===== src/rtl/clarke_pkg.sv =====
// Shared constants and types for the forward and inverse Clarke transforms.
// Build option: INV_CLARKE_SAT_EN selects saturation in inv_clarke (not used here).
package clarke_pkg;

  localparam longint PPB            = 64'd1_000_000_000;
  localparam longint SQRT3_HALF_PPB = 64'd866_025_404;
  localparam longint INV_SQRT3_PPB  = 64'd577_350_269;

  typedef enum logic [1:0] {
    IDLE,
    MUL,
    SUM,
    HOLD
  } inv_clarke_state_t;

  // round(sqrt(3)/2 * 2**q), evaluated in integer arithmetic so it folds at elaboration
  function automatic int k_from_q(input int q);
    longint scaled;
    scaled = SQRT3_HALF_PPB * (longint'(1) << q);
    return int'((scaled + PPB / 2) / PPB);
  endfunction

  function automatic int inv_sqrt3_from_q(input int q);
    longint scaled;
    scaled = INV_SQRT3_PPB * (longint'(1) << q);
    return int'((scaled + PPB / 2) / PPB);
  endfunction

endpackage


===== src/rtl/inv_clarke_sat_clip.sv =====
// Signed clamp from IN_W to OUT_W bits with a clip flag.
// Only compiled when INV_CLARKE_SAT_EN is defined, the one build that uses it.
`ifdef INV_CLARKE_SAT_EN
module sat_clip #(
  parameter int IN_W  = 34,
  parameter int OUT_W = 32
) (
  input  logic signed [IN_W-1:0]  din,
  output logic signed [OUT_W-1:0] dout,
  output logic                    clipped
);

  localparam logic signed [IN_W-1:0] MAX_V = {{(IN_W-OUT_W+1){1'b0}}, {(OUT_W-1){1'b1}}};
  localparam logic signed [IN_W-1:0] MIN_V = {{(IN_W-OUT_W+1){1'b1}}, {(OUT_W-1){1'b0}}};

  always_comb begin
    dout    = din[OUT_W-1:0];
    clipped = 1'b0;
    if (din > MAX_V) begin
      dout    = MAX_V[OUT_W-1:0];
      clipped = 1'b1;
    end else if (din < MIN_V) begin
      dout    = MIN_V[OUT_W-1:0];
      clipped = 1'b1;
    end
  end

endmodule
`endif


===== src/rtl/inv_clarke.sv =====
// Inverse Clarke transform (alpha, beta) -> (a, b, c), one shared multiplier, 4-cycle FSM.
// Build option: INV_CLARKE_SAT_EN clamps b and c and drives sat; otherwise they wrap.
module inv_clarke
  import clarke_pkg::*;
#(
  parameter int D_WIDTH = 32,
  parameter int Q_BITS  = 10
) (
  input  logic                      clk,
  input  logic                      rst,
  input  logic                      in_valid,
  output logic                      in_ready,
  input  logic signed [D_WIDTH-1:0] alpha,
  input  logic signed [D_WIDTH-1:0] beta,
  output logic                      out_valid,
  input  logic                      out_ready,
  output logic signed [D_WIDTH-1:0] a,
  output logic signed [D_WIDTH-1:0] b,
  output logic signed [D_WIDTH-1:0] c,
  output logic                      sat
);

  localparam int P_W   = D_WIDTH + Q_BITS + 1;
  localparam int S_W   = D_WIDTH + 2;
  localparam int K_INT = k_from_q(Q_BITS);
  localparam logic signed [Q_BITS:0] K = K_INT[Q_BITS:0];

  inv_clarke_state_t state_q, state_d;
  logic signed [D_WIDTH-1:0] alpha_q, alpha_d;
  logic signed [D_WIDTH-1:0] beta_q, beta_d;
  logic signed [D_WIDTH:0]   bk_q, bk_d;
  logic signed [D_WIDTH-1:0] half_q, half_d;
  logic signed [D_WIDTH-1:0] a_q, a_d;
  logic signed [D_WIDTH-1:0] b_q, b_d;
  logic signed [D_WIDTH-1:0] c_q, c_d;
  logic                      sat_q, sat_d;
  logic                      out_valid_q, out_valid_d;
  logic                      in_ready_q, in_ready_d;

  logic signed [P_W-1:0]     prod;
  logic signed [S_W-1:0]     b_wide;
  logic signed [S_W-1:0]     c_wide;
  logic signed [D_WIDTH-1:0] b_red;
  logic signed [D_WIDTH-1:0] c_red;
  logic                      sat_now;
  logic                      unused_bits;

  always_comb begin
    prod   = P_W'(beta_q) * P_W'(K);
    b_wide = -S_W'(half_q) + S_W'(bk_q);
    c_wide = -S_W'(half_q) - S_W'(bk_q);
  end

`ifdef INV_CLARKE_SAT_EN
  logic b_clip;
  logic c_clip;

  sat_clip #(.IN_W(S_W), .OUT_W(D_WIDTH)) u_clip_b (
    .din     (b_wide),
    .dout    (b_red),
    .clipped (b_clip)
  );

  sat_clip #(.IN_W(S_W), .OUT_W(D_WIDTH)) u_clip_c (
    .din     (c_wide),
    .dout    (c_red),
    .clipped (c_clip)
  );

  assign sat_now     = b_clip | c_clip;
  assign unused_bits = ^prod[Q_BITS-1:0];
`else
  assign b_red       = b_wide[D_WIDTH-1:0];
  assign c_red       = c_wide[D_WIDTH-1:0];
  assign sat_now     = 1'b0;
  assign unused_bits = ^{prod[Q_BITS-1:0], b_wide[S_W-1:D_WIDTH], c_wide[S_W-1:D_WIDTH]};
`endif

  always_comb begin
    state_d     = state_q;
    alpha_d     = alpha_q;
    beta_d      = beta_q;
    bk_d        = bk_q;
    half_d      = half_q;
    a_d         = a_q;
    b_d         = b_q;
    c_d         = c_q;
    sat_d       = sat_q;
    out_valid_d = out_valid_q;
    unique case (state_q)
      IDLE: begin
        if (in_ready_q && in_valid) begin
          alpha_d = alpha;
          beta_d  = beta;
          state_d = MUL;
        end
      end
      MUL: begin
        // Keeping bits [Q_BITS +: D_WIDTH+1] is the arithmetic shift; the result always fits.
        bk_d    = prod[Q_BITS +: D_WIDTH+1];
        half_d  = alpha_q >>> 1;
        state_d = SUM;
      end
      SUM: begin
        a_d         = alpha_q;
        b_d         = b_red;
        c_d         = c_red;
        sat_d       = sat_now;
        out_valid_d = 1'b1;
        state_d     = HOLD;
      end
      HOLD: begin
        if (out_ready) begin
          out_valid_d = 1'b0;
          state_d     = IDLE;
        end
      end
      default: state_d = IDLE;
    endcase
    in_ready_d = (state_d == IDLE);
  end

  always_ff @(posedge clk) begin
    if (rst) begin
      state_q     <= IDLE;
      alpha_q     <= '0;
      beta_q      <= '0;
      bk_q        <= '0;
      half_q      <= '0;
      a_q         <= '0;
      b_q         <= '0;
      c_q         <= '0;
      sat_q       <= 1'b0;
      out_valid_q <= 1'b0;
      in_ready_q  <= 1'b0;
    end else begin
      state_q     <= state_d;
      alpha_q     <= alpha_d;
      beta_q      <= beta_d;
      bk_q        <= bk_d;
      half_q      <= half_d;
      a_q         <= a_d;
      b_q         <= b_d;
      c_q         <= c_d;
      sat_q       <= sat_d;
      out_valid_q <= out_valid_d;
      in_ready_q  <= in_ready_d;
    end
  end

  assign in_ready  = in_ready_q;
  assign out_valid = out_valid_q;
  assign a         = a_q;
  assign b         = b_q;
  assign c         = c_q;
  assign sat       = sat_q;

endmodule


===== config.mk =====
export PLATFORM = sky130hd
export DESIGN_NAME = inv_clarke
export DESIGN_NICKNAME = d
export VERILOG_FILES = /design/src/rtl/clarke_pkg.sv /design/src/rtl/inv_clarke_sat_clip.sv /design/src/rtl/inv_clarke.sv
export SDC_FILE = /design/constraint.sdc
export NUM_CORES = 1
export LEC_CHECK = 0
export BUFFER_PORTS_ARGS = -buffer_cell sky130_fd_sc_hd__clkbuf_2
export CORE_ASPECT_RATIO = 1.75
export CORE_MARGIN = 2
export CORE_UTILIZATION = 45
export DETAILED_ROUTE_END_ITERATION = 12
export PLACE_DENSITY = 0.71
export SYNTH_ARGS = -nofsm -noshare
export SYNTH_HDL_FRONTEND = slang
export SYNTH_SLANG_ARGS = --single-unit

===== constraint.sdc =====
create_clock -name clk -period 7.2 [get_ports clk]
set_clock_uncertainty 0.1 [all_clocks]
set_input_delay 0.72 -clock clk [delete_from_list [all_inputs] [get_ports clk]]
set_output_delay 0.72 -clock clk [all_outputs]
set_load 0.02 [all_outputs]

# Word level (Yosys, flattened, before mapping)
# Cells that the tools add are included.
[word_totals]
register_bits = 227
latchBits = 0
elab_cells = 29
rom_bits = 0
input_bits = 68
mem_bits_rw = 0
mem_count = 0
out_inout_bits = 99
[classes]
n_mul = 1
bitwise = 0
n_reduce_logical = 6
muxes = 5
add_sub_neg = 3
n_eq_ne = 4
n_div = 0
shifts = 0
magnitude_cmp = 0
[op_table]
columns = ["cell", "n"]
rows = [
  ["multiplier 32 x 11 -> 42 bit (second input constant)", 1],
  ["adder 32 bit", 1],
  ["negator 31 -> 32 bit", 1],
  ["subtractor 32 bit", 1],
  ["one-hot mux 2 bit (4 select lines)", 1],
  ["equality test 2 bit (second input constant)", 2],
  ["logical NOT 2 bit", 2],
  ["two-way mux 2 bit", 2],
  ["AND reduction 2 bit", 2],
  ["equality test 2 x 1 -> 1 bit (second input constant)", 1],
  ["inequality test 2 bit (second input constant)", 1],
  ["one-hot mux 1 bit (2 select lines)", 1],
  ["nonzero test 2 bit", 1],
  ["logical AND 1 bit", 1],
  ["two-way mux 1 bit", 1],
]

# Logic depth before layout (Yosys ltp)
# Gate-level depths: netlist of the first run.
[depth]
word_depth = 4
ltp_mapped = 20
mapped_depth_nobuf = 19

# Worst setup path before layout of the first run
# OpenSTA, ideal clock, no wires.
[synth_path]
path_type = "register to register"
from = "register beta_q[31]"
to = "register bk_q[31]"
required_ns = 6.978
stages_incl_launch_ff = 18
synth_period_minus_slack_ns = 5.017
arrival_ns = 4.795
path_slack_ns = 2.183
setup_time_ns = 0.122
path_buffers = 0
path_cell_list = "dfxtp_1 -> ha_1 -> inv_1 -> fa_1 -> inv_1 -> fa_1 -> fa_1 -> fa_1 -> inv_1 -> ha_1 -> nand4_1 -> nor3_1 -> nand4_1 -> o21ai_0 -> o211ai_1 -> nand2_1 -> nor3_1 -> a311o_1"
[synth_via]
elab_chain_cells = 1
[synth_lines]
columns = ["item", "line", "source"]
rows = [
  ["start, declared", "inv_clarke.sv:30", "logic signed [D_WIDTH-1:0] beta_q, beta_d;"],
  ["start signal, assigned", "inv_clarke.sv:139", "beta_q <= beta_d;"],
  ["multiplier 32 x 11 -> 42 bit", "inv_clarke.sv:49", "prod = P_W'(beta_q) * P_W'(K);"],
  ["end signal, assigned", "inv_clarke.sv:140", "bk_q <= bk_d;"],
  ["end, declared", "inv_clarke.sv:31", "logic signed [D_WIDTH:0] bk_q, bk_d;"],
]
# No other way between the ends.
# A chain may end at the register's enable or synchronous reset.

# Final worst setup path of the first run
[layout_path]
from = "register beta_q[30]"
to = "register bk_q[30]"
# The elaborated chain is that of the path after synthesis.

==> flow_metrics.env, run 1 <==
export IMPL_rsz0062_at_grt="no"
export IMPL_firstDrtPassIters=5
export IMPL_postCtsResizedCells=0
export IMPL_dp_hpwl_um=42100
export IMPL_cts_reportedPaths_clkPinSlew_ns=0.07
export IMPL_h_tree_depth=1
export IMPL_holdWs_ns=0.265
export IMPL_place_congestion=0.961
export IMPL_finalWorstSetupSlack_ns=1.69
export IMPL_power_density_mw_per_mm2=270
export IMPL_netlist_area_leader_share=0.234
export IMPL_grt_pass1_vias=17000
export IMPL_slew_violations=0
export IMPL_fmax_ghz=0.181
export IMPL_max_vdd_ir_drop_uv=209
export IMPL_antenna_cells=0
export IMPL_hold_path_class="in2reg"
export IMPL_cp_startpoint="beta_q[30]$_SDFFE_PP0P_"
export IMPL_clockBufferDepth=3
export IMPL_max_stage_delay_ns=0.63
export IMPL_routed_via_density=5.35
export IMPL_crit_arrival_ns=5.87
export IMPL_p_comb_frac=0.505
export IMPL_syn_area_mm2=0.0193
export IMPL_status="complete, no violations"
export IMPL_leakage_nw=9.96
export IMPL_seqPwrFrac=0.252
export IMPL_dpl_cell_area_mm2=0.0206
export IMPL_drc=0
export IMPL_synth_top_area_cell="dfxtp_1"
export IMPL_grt_max_degree=81
export IMPL_post_route_period_util=0.766
export IMPL_tightest_slew_ns=0.940
export IMPL_finalSetupViolations=0
export IMPL_ctsHoldBuffers=0
export IMPL_overflow=0
export IMPL_required_ns=7.55
export IMPL_yosysMostFrequentCell="nand2_1"
export IMPL_drive_gt1_frac=0.0989
export IMPL_root_buffer="clkbuf_16"
export IMPL_ff2ff_path_depth=18
export IMPL_drt_wl_total_um=52100
export IMPL_clock_latency_ns=0.58
export IMPL_maxSlewHeadroom=0.370
export IMPL_post_cts_buffers=0
export IMPL_syn_inst=2349
export IMPL_setup_tns_ns=0
export IMPL_detail_route_antenna_nets=0
export IMPL_hold_viol=0
export IMPL_critPathSlowestCell="dfxtp_1"
export IMPL_cp_start_kind="register"
export IMPL_p_clk_frac=0.243
export IMPL_crit_type="reg2reg"
export IMPL_row_count=100
export IMPL_layout_cells_non_filler=3028
export IMPL_place_ws_ns=1.70
export IMPL_intPower_mw=3.29
export IMPL_synth_cell_types=73
export IMPL_drv_cap=0
export IMPL_synth_nets=2794
export IMPL_utilization=0.505
export IMPL_finalPower_mw=5.79
export IMPL_r2r_start="beta_q[30]$_SDFFE_PP0P_"
export IMPL_post_route_cell_area_mm2=0.0215
export IMPL_avgSynthCellArea_um2=8.23
export IMPL_cts_num_sinks=226
export IMPL_seq_area_frac_synth=0.234
export IMPL_synth_ff_type="dfxtp_1"
export IMPL_die_w_um=161
export IMPL_die_h_um=278
export IMPL_worstHoldPathCells=3
export IMPL_dieArea_mm2=0.0447
export IMPL_coreArea_mm2=0.0425
export IMPL_post_drt_wl_per_cell_um=17.2
export IMPL_numCtsBuffers=25
export IMPL_cts_tree="yes"
export IMPL_groute_usage_overall=0.236
export IMPL_dp_cells=2982
export IMPL_p_switching_mw=2.50
export IMPL_synth_edf_count=0
export IMPL_r2r_end="bk_q[30]$_SDFFE_PP0P_"
export IMPL_io_pins=167
export IMPL_nets=2893
export IMPL_crit_fanout=9
export IMPL_end_kind="register"
export IMPL_crit_end="bk_q[30]$_SDFFE_PP0P_"
export IMPL_path_cells="inv_1 -> ha_1 -> inv_1 -> fa_1 -> inv_1 -> fa_1 -> fa_1 -> fa_1 -> inv_1 -> ha_1 -> nand4_1 -> nor3_1 -> nand4_1 -> o21ai_0 -> o21a_1 -> o21ai_0 -> a31oi_1 -> nor2_1"
export IMPL_antenna_found_initial=0
export IMPL_yosysWarnings=0
export IMPL_initial_core_util=0.455
export IMPL_ff2ff_setup_slack_ns=1.69
export IMPL_netlist_top_cells_count="nand2_1 (392), inv_1 (337), a21oi_1 (269), dfxtp_1 (226), ha_1 (207)"
export IMPL_route_vias_total=16200
export IMPL_yosys_top_cells_area="dfxtp_1 (23%), fa_1 (18%), ha_1 (13%), nand2_1 (7.6%), a21oi_1 (7.0%)"
export IMPL_areaGrowthSynthToFinish_pct=11.1
export IMPL_async_flop_share=0
export IMPL_min_period_ns=5.51
export IMPL_ys_seq_elements=226
export IMPL_grt_pass1_wl_um=85300
export IMPL_drt_initial_drc_count=929
export IMPL_fill_cells=4138
export IMPL_port_buffers=165
export IMPL_p_sw_frac=0.432
state kept, by name, indices dropped and copies added (netlist names):
signal and count:
beta_q 32, b 32, out_valid 1, c 31
bk_q 32, in_ready 1, state_q 2, a 32
alpha_q 32, half_q 31
how the worst min path moves through the flow:
stage | slack [ns] | to | startpoint
4_1_cts | 0.25 | beta_q[30]$_SDFFE_PP0P_ | beta[30]
2_1_floorplan | 0.33 | a[0]$_SDFFE_PP0P_ | alpha_q[0]$_SDFFE_PP0P_
3_5_place_dp | 0.35 | c[16]$_SDFFE_PP0P_ | c[16]$_SDFFE_PP0P_
5_1_grt | 0.26 | beta_q[30]$_SDFFE_PP0P_ | beta[30]
3_3_place_gp | 0.34 | c[16]$_SDFFE_PP0P_ | c[16]$_SDFFE_PP0P_
6_report | 0.26 | alpha_q[8]$_SDFFE_PP0P_ | alpha[8]
power groups by stage:
stage / logic, mW / clock network, mW / registers, mW
3_3_place_gp: 2.87 / 0 / 1.49
2_1_floorplan: 2.08 / 0 / 1.52
5_1_grt: 3.26 / 1.48 / 1.48
6_report: 2.93 / 1.40 / 1.46
4_1_cts: 2.92 / 1.44 / 1.46
3_5_place_dp: 2.91 / 0 / 1.49
cells in the final DEF, fill, tap and decap left out, types with 30 or more instances in the layout:
cell        n
a211oi_1   30
a21oi_1   269
clkbuf_2  164
dfxtp_1   226
fa_1      170
ha_1      207
inv_1     337
nand2_1   392
nor2_1    119
nor3_1     32
o21ai_0    51
xnor2_1   100
xor2_1     32
worst max-delay path, delay by kind of cell, from the launching register on:
kind	cells	cell delay, ns
AO/OA/AOI/OAI	4	0.88
adder cells (fa/ha/maj)	6	2.82
AND/OR/NAND/NOR	4	0.64
buffers and inverters	4	0.33
flip-flops	1	0.63
metal layers:
layer / part of all wire / vias to the layer above / track usage
li1: - / 7881 / -
met3: 0.042 / 150 / 0.0252
met5: 0 / - / 0
met2: 0.52 / 440 / 0.449
met1: 0.38 / 7737 / 0.254
met4: 0.059 / 0 / 0.124
kinds of logic after synthesis:
family                     count (synthesis)  share of synthesized area
buffers and inverters                    442                     0.0864
xor gates and xnor gates                 133                     0.0612
DFF                                      226                      0.234
adders and majority gates                382                      0.312
other                                      1                   0.000194
muxes                                      5                    0.00265
AOI/OAI and AO/OA                        502                      0.156
and+or+nand+nor                          658                      0.147
layout make-up:
type | count | area, um2 | share of cell area
multi-input cells | 1681 | 13200 | 0.613
flip-flops and latches | 226 | 4520 | 0.211
inverters | 338 | 1270 | 0.0590
repair buffers | 176 | 915 | 0.0426
well taps | 561 | 702 | 0.0327
clock buffers | 31 | 698 | 0.0325
clock inverters | 15 | 204 | 0.00949
Note: power is estimated with default switching activity, not from simulation.
==> run 2, diff against run 1 <==
Clock period 7.2 ns to 5.55 ns, I/O delays scaled along.
==> run 2 against run 1 <==
Against the previous run: sequential cell count unchanged; cell count up 0.30%; largest cell class unchanged; highest routed layer unchanged; count of clock-buffer cells in the layout down 2; sequential power up 29%; maximum frequency up 4.6%; power up 28%; die area unchanged; final area up 0.15%; hold slack worse by 0.17 ns.
==> flow_metrics.env, run 2 (same netlist as run 1, synthesis figures left out) <==
export IMPL_place_congestion=0.927
export IMPL_overflow=0
export IMPL_fill_cells=4142
export IMPL_p_comb_frac=0.518
export IMPL_drc=0
export IMPL_seqPwrFrac=0.255
export IMPL_row_count=100
export IMPL_final_cell_mix="nand2_1 (392), inv_1 (337), a21oi_1 (268), dfxtp_1 (217), ha_1 (206)"
export IMPL_top_usage_layer="met2"
export IMPL_cts_tree="yes"
export IMPL_grt_pass1_vias=16900
export IMPL_groute_usage_overall=0.236
export IMPL_dp_hpwl_um=42500
export IMPL_intPower_mw=4.14
export IMPL_clockBufferDepth=3
export IMPL_cts_reportedPaths_clkPinSlew_ns=0.08
export IMPL_drt_wl_total_um=52600
export IMPL_drv_cap=0
export IMPL_hold_viol=0
export IMPL_crit_type="reg2reg"
export IMPL_status="complete, no violations"
export IMPL_h_tree_depth=1
export IMPL_routed_via_density=5.36
export IMPL_required_ns=5.88
export IMPL_drive_gt1_frac=0.108
export IMPL_place_ws_ns=0.0881
export IMPL_power_density_mw_per_mm2=344
export IMPL_route_vias_total=16300
export IMPL_critPathSlowestCell="fa_1"
export IMPL_cp_start_kind="register"
export IMPL_areaGrowthSynthToFinish_pct=11.3
export IMPL_r2r_end="bk_q[30]$_SDFFE_PP0P_"
export IMPL_p_sw_frac=0.441
export IMPL_crit_fanout=6
export IMPL_seqCellArea_mm2=0.00454
export IMPL_maxSlewHeadroom=0.313
export IMPL_die_w_um=161
export IMPL_rsz0062_at_grt="no"
export IMPL_io_pins=167
export IMPL_end_kind="register"
export IMPL_use_met3=0.0209
export IMPL_numCtsBuffers=25
export IMPL_fmax_ghz=0.190
export IMPL_grt_max_degree=76
export IMPL_coreArea_mm2=0.0425
export IMPL_r2r_start="beta_q[9]$_SDFFE_PP0P_"
export IMPL_max_vdd_ir_drop_uv=249
export IMPL_detail_route_antenna_nets=0
export IMPL_tightest_slew_ns=1.03
export IMPL_slew_violations=0
export IMPL_finalSetupViolations=0
export IMPL_hp_start="beta[14]"
export IMPL_leakage_nw=9.95
export IMPL_setup_tns_ns=0
export IMPL_port_buffers=165
export IMPL_antenna_found_initial=0
export IMPL_finalWorstSetupSlack_ns=0.282
export IMPL_post_route_period_util=0.949
export IMPL_grt_pass1_wl_um=85200
export IMPL_met1_usage=0.254
export IMPL_cp_startpoint="beta_q[9]$_SDFFE_PP0P_"
export IMPL_max_stage_delay_ns=0.50
export IMPL_multi_input_area_mm2=0.0132
export IMPL_ff2ff_setup_slack_ns=0.28
export IMPL_min_period_ns=5.27
export IMPL_firstDrtPassIters=5
export IMPL_p_switching_mw=3.27
export IMPL_initial_core_util=0.455
export IMPL_nets=2902
export IMPL_hold_path_class="in2reg"
export IMPL_finalPower_mw=7.41
export IMPL_crit_arrival_ns=5.60
export IMPL_drt_initial_drc_count=949
export IMPL_grt_use_met2=0.448
export IMPL_antenna_cells=0
export IMPL_cts_num_sinks=226
export IMPL_root_buffer="clkbuf_16"
export IMPL_path_cells="ha_1 -> inv_1 -> fa_1 -> inv_1 -> fa_1 -> fa_1 -> inv_1 -> fa_1 -> inv_1 -> ha_1 -> and2_1 -> a221o_1 -> o21bai_2 -> a31o_2 -> o21ai_1 -> o21a_1 -> or3_1 -> a31oi_1 -> nor2_1"
export IMPL_post_drt_wl_per_cell_um=17.3
export IMPL_ff2ff_path_depth=19
export IMPL_dieArea_mm2=0.0447
export IMPL_crit_end="bk_q[30]$_SDFFE_PP0P_"
export IMPL_die_h_um=278
export IMPL_final_common_cell="nand2_1"
export IMPL_clock_latency_ns=0.58
export IMPL_p_clk_frac=0.227
[run 2: cell types whose count changed in the layout (fill, tap and decap cells not counted), moves of 3 or more]
cell	previous run	this run
clkinvlp_4	0	3
clkbuf_8	5	1
buf_4	11	20
dfxtp_1	226	217
dfxtp_2	0	9
inv_6	5	2
clkinv_4	2	6
[run 2: critical path, delay by kind of cell, from the launching register on]
kind / cells / cell delay, ns
adders and majority gates: 6 / 2.59
AOI/OAI and AO/OA: 6 / 1.31
and+or+nand+nor: 3 / 0.57
DFF: 1 / 0.37
buffers and inverters: 4 / 0.21
[run 2: metal layers]
metal / up-vias / routed length (um)
met5: - / 0
met4: 0 / 3330
met3: 161 / 1800
met2: 447 / 27600
met1: 7778 / 19900
li1: 7899 / -
[run 2: final cells by class]
| type | count | share of cell area |
|---|---|---|
| clock buffers | 29 | 0.0302 |
| inverters | 338 | 0.0590 |
| clock inverters | 17 | 0.00808 |
| flip-flops and latches | 226 | 0.211 |
| well taps | 561 | 0.0326 |
| repair buffers | 185 | 0.0456 |
| multi-input cells | 1681 | 0.614 |
[run 2: worst min-delay path by stage]
stage,depth (start not counted),endpoint
3_3_place_gp,2,c[11]$_SDFFE_PP0P_
4_1_cts,3,beta_q[17]$_SDFFE_PP0P_
6_report,3,beta_q[14]$_SDFFE_PP0P_
5_1_grt,3,alpha_q[3]$_SDFFE_PP0P_
3_5_place_dp,2,c[9]$_SDFFE_PP0P_
2_1_floorplan,2,a[0]$_SDFFE_PP0P_
[run 2: stage by stage]
step | hold WS, ns | area [um2] | instances | utilization
5_1_grt | 0.0989 | 21500 | 3037 | 0.506
2_1_floorplan | 0.332 | 19300 | 2349 | -
3_3_place_gp | 0.344 | 20700 | 2991 | 0.486
6_report | 0.0959 | 21500 | 3037 | 0.506
3_5_place_dp | 0.345 | 20700 | 2991 | 0.486
4_1_cts | 0.0752 | 21500 | 3037 | 0.505
[run 2: power groups by stage]
stage	sequential, mW	clock (mW)	combinational, mW
final	1.89	1.68	3.84
after global routing	1.91	1.77	4.26
after CTS	1.89	1.72	3.84
after detailed placement	1.93	0	3.81
after global placement	1.92	0	3.77
after floorplan	1.98	0	2.70
[run 2: timing repair]
| action | in CTS | in global routing |
|---|---|---|
| hold buffers | 0 | 0 |
| buffers inserted | 0 | 0 |
| gates resized for setup | 0 | 18 |
| endpoints found under the setup margin | 0 | 10 |
==> run 3, diff against run 2 <==
Settings changed: CORE_ASPECT_RATIO 1.75 to unset.
==> run 3 against run 2 <==
Against the previous run: highest routed layer unchanged; cell count is 0.40% lower; wire length is 3.6% lower; count of clock-buffer cells in the layout is 3 higher; setup slack worse by 0.076 ns; clock power is 20% higher; hold slack worse by 0.0017 ns; non-clock buffer count is 8 higher; power is 4.0% higher.
==> flow_metrics.env, run 3 (same netlist as run 1, synthesis figures left out) <==
export IMPL_status="complete, no violations"
export IMPL_leakage_nw=10.1
export IMPL_fmax_ghz=0.187
export IMPL_worstHoldPathCells=3
export IMPL_nets=2912
export IMPL_cts_reportedPaths_clkPinSlew_ns=0.06
export IMPL_ff2ff_setup_slack_ns=0.21
export IMPL_clockBufferDepth=3
export IMPL_final_cell_mix="nand2_1 (392), inv_1 (337), a21oi_1 (269), dfxtp_1 (219), ha_1 (204)"
export IMPL_layout_cells_non_filler=3025
export IMPL_firstDrtPassIters=5
export IMPL_power_density_mw_per_mm2=354
export IMPL_cp_start_kind="register"
export IMPL_grt_pass1_wl_um=83800
export IMPL_hp_start="beta[16]"
export IMPL_cts_num_sinks=226
export IMPL_drt_initial_drc_count=921
export IMPL_crit_fanout=7
export IMPL_seqCellArea_mm2=0.00453
export IMPL_min_period_ns=5.34
export IMPL_root_buffer="clkbuf_16"
export IMPL_hold_viol=0
export IMPL_drc=0
export IMPL_place_congestion=0.961
export IMPL_hold_path_class="in2reg"
export IMPL_dp_hpwl_um=40200
export IMPL_die_h_um=211
export IMPL_grt_pass1_vias=16400
export IMPL_final_common_cell="nand2_1"
export IMPL_die_w_um=211
export IMPL_grt_max_degree=80
export IMPL_port_buffers=165
export IMPL_post_cts_buffers=0
export IMPL_row_count=75
export IMPL_utilization=0.515
export IMPL_groute_usage_overall=0.232
export IMPL_h_tree_depth=1
export IMPL_route_vias_total=16200
export IMPL_dp_cells=2977
export IMPL_ff2ff_path_depth=19
export IMPL_post_route_period_util=0.963
export IMPL_crit_arrival_ns=5.76
export IMPL_drv_cap=0
export IMPL_tightest_slew_ns=0.873
export IMPL_end_kind="register"
export IMPL_finalSetupViolations=0
export IMPL_slew_violations=0
export IMPL_drive_gt1_frac=0.111
export IMPL_clock_latency_ns=0.58
export IMPL_areaGrowthSynthToFinish_pct=12.4
export IMPL_crit_type="reg2reg"
export IMPL_multi_input_area_mm2=0.0132
export IMPL_numCtsBuffers=27
export IMPL_dieArea_mm2=0.0447
export IMPL_initial_core_util=0.458
export IMPL_antenna_cells=0
export IMPL_detail_route_antenna_nets=0
export IMPL_whs_endpoint="beta_q[16]$_SDFFE_PP0P_"
export IMPL_required_ns=5.96
export IMPL_post_drt_wl_per_cell_um=16.8
export IMPL_coreArea_mm2=0.0422
export IMPL_cts_tree="yes"
export IMPL_routed_via_density=5.34
export IMPL_max_vdd_ir_drop_uv=313
export IMPL_maxSlewHeadroom=0.417
export IMPL_r2r_end="bk_q[26]$_SDFFE_PP0P_"
export IMPL_antenna_found_initial=0
export IMPL_overflow=0
export IMPL_drt_wl_total_um=50700
export IMPL_io_pins=167
export IMPL_r2r_start="beta_q[4]$_SDFFE_PP0P_"
export IMPL_fill_cells=4029
## run 3: layout make-up
cell class              instances  share of cell area
flip-flops and latches        226               0.209
multi-input cells            1681               0.608
clock inverters                16              0.0135
well taps                     539              0.0310
repair buffers                193              0.0479
inverters                     338              0.0584
clock buffers                  32              0.0329
## run 3: what timing repair did
action | CTS | global route
hold buffers | 0 | 0
setup endpoints to repair | 0 | 11
resized for setup | 0 | 17
## run 3: worst max path at each step
stage / startpoint / endpoint / slack (ns) / depth (start not counted)
after global placement: beta_q[3]$_SDFFE_PP0P_ / bk_q[30]$_SDFFE_PP0P_ / 0.18 / 19
final: beta_q[4]$_SDFFE_PP0P_ / bk_q[26]$_SDFFE_PP0P_ / 0.21 / 19
after CTS: beta_q[5]$_SDFFE_PP0P_ / bk_q[30]$_SDFFE_PP0P_ / 0.08 / 17
after global routing: beta_q[9]$_SDFFE_PP0P_ / bk_q[26]$_SDFFE_PP0P_ / -0.009 / 19
after floorplan: beta_q[31]$_SDFFE_PP0P_ / bk_q[31]$_SDFFE_PP0P_ / 0.53 / 17
after detailed placement: beta_q[5]$_SDFFE_PP0P_ / bk_q[30]$_SDFFE_PP0P_ / 0.08 / 17
## run 3: through the flow
step	setup slack, ns	setup TNS [ns]	hold WS [ns]	area (um2)	power (mW)
6_report	0.206	0	0.0942	21700	7.71
5_1_grt	-0.00903	-0.00903	0.0891	21700	8.29
4_1_cts	0.0788	0	0.0687	21700	7.75
3_5_place_dp	0.0791	0	0.347	20700	5.68
3_3_place_gp	0.178	0	0.342	20700	5.63
2_1_floorplan	0.533	0	0.332	19300	4.68
## run 3: critical path, stage by stage (launching register included)
cell and delay, ns:
dfxtp_1 0.46, ha_1 0.26, inv_1 0.06, fa_1 0.48, inv_1 0.06, fa_1 0.44, fa_1 0.53, inv_1 0.05
fa_1 0.48, inv_1 0.04, ha_1 0.32, and2_1 0.20, a221o_1 0.33, o21bai_2 0.22, a31o_2 0.25, o211ai_1 0.16
a21oi_1 0.28, o21bai_2 0.12, nor4b_1 0.30, a211o_1 0.15
## run 3: routing by layer
metal,share of wire,track usage,vias up,wire length (um)
li1,-,-,7907,-
met3,0.048,0.0298,77,2450
met1,0.46,0.318,7780,23400
met2,0.46,0.385,395,23300
met4,0.029,0.0682,0,1490
met5,0,0,-,0
## run 3: power breakdown
part / switching [mW] / internal (mW) / leakage (nW) / total [mW]
Clock: 0.767 / 1.25 / 0.487 / 2.02
Combinational: 2.31 / 1.48 / 7.75 / 3.79
Sequential: 0.132 / 1.76 / 1.83 / 1.90
Total: 3.21 / 4.50 / 10.1 / 7.71
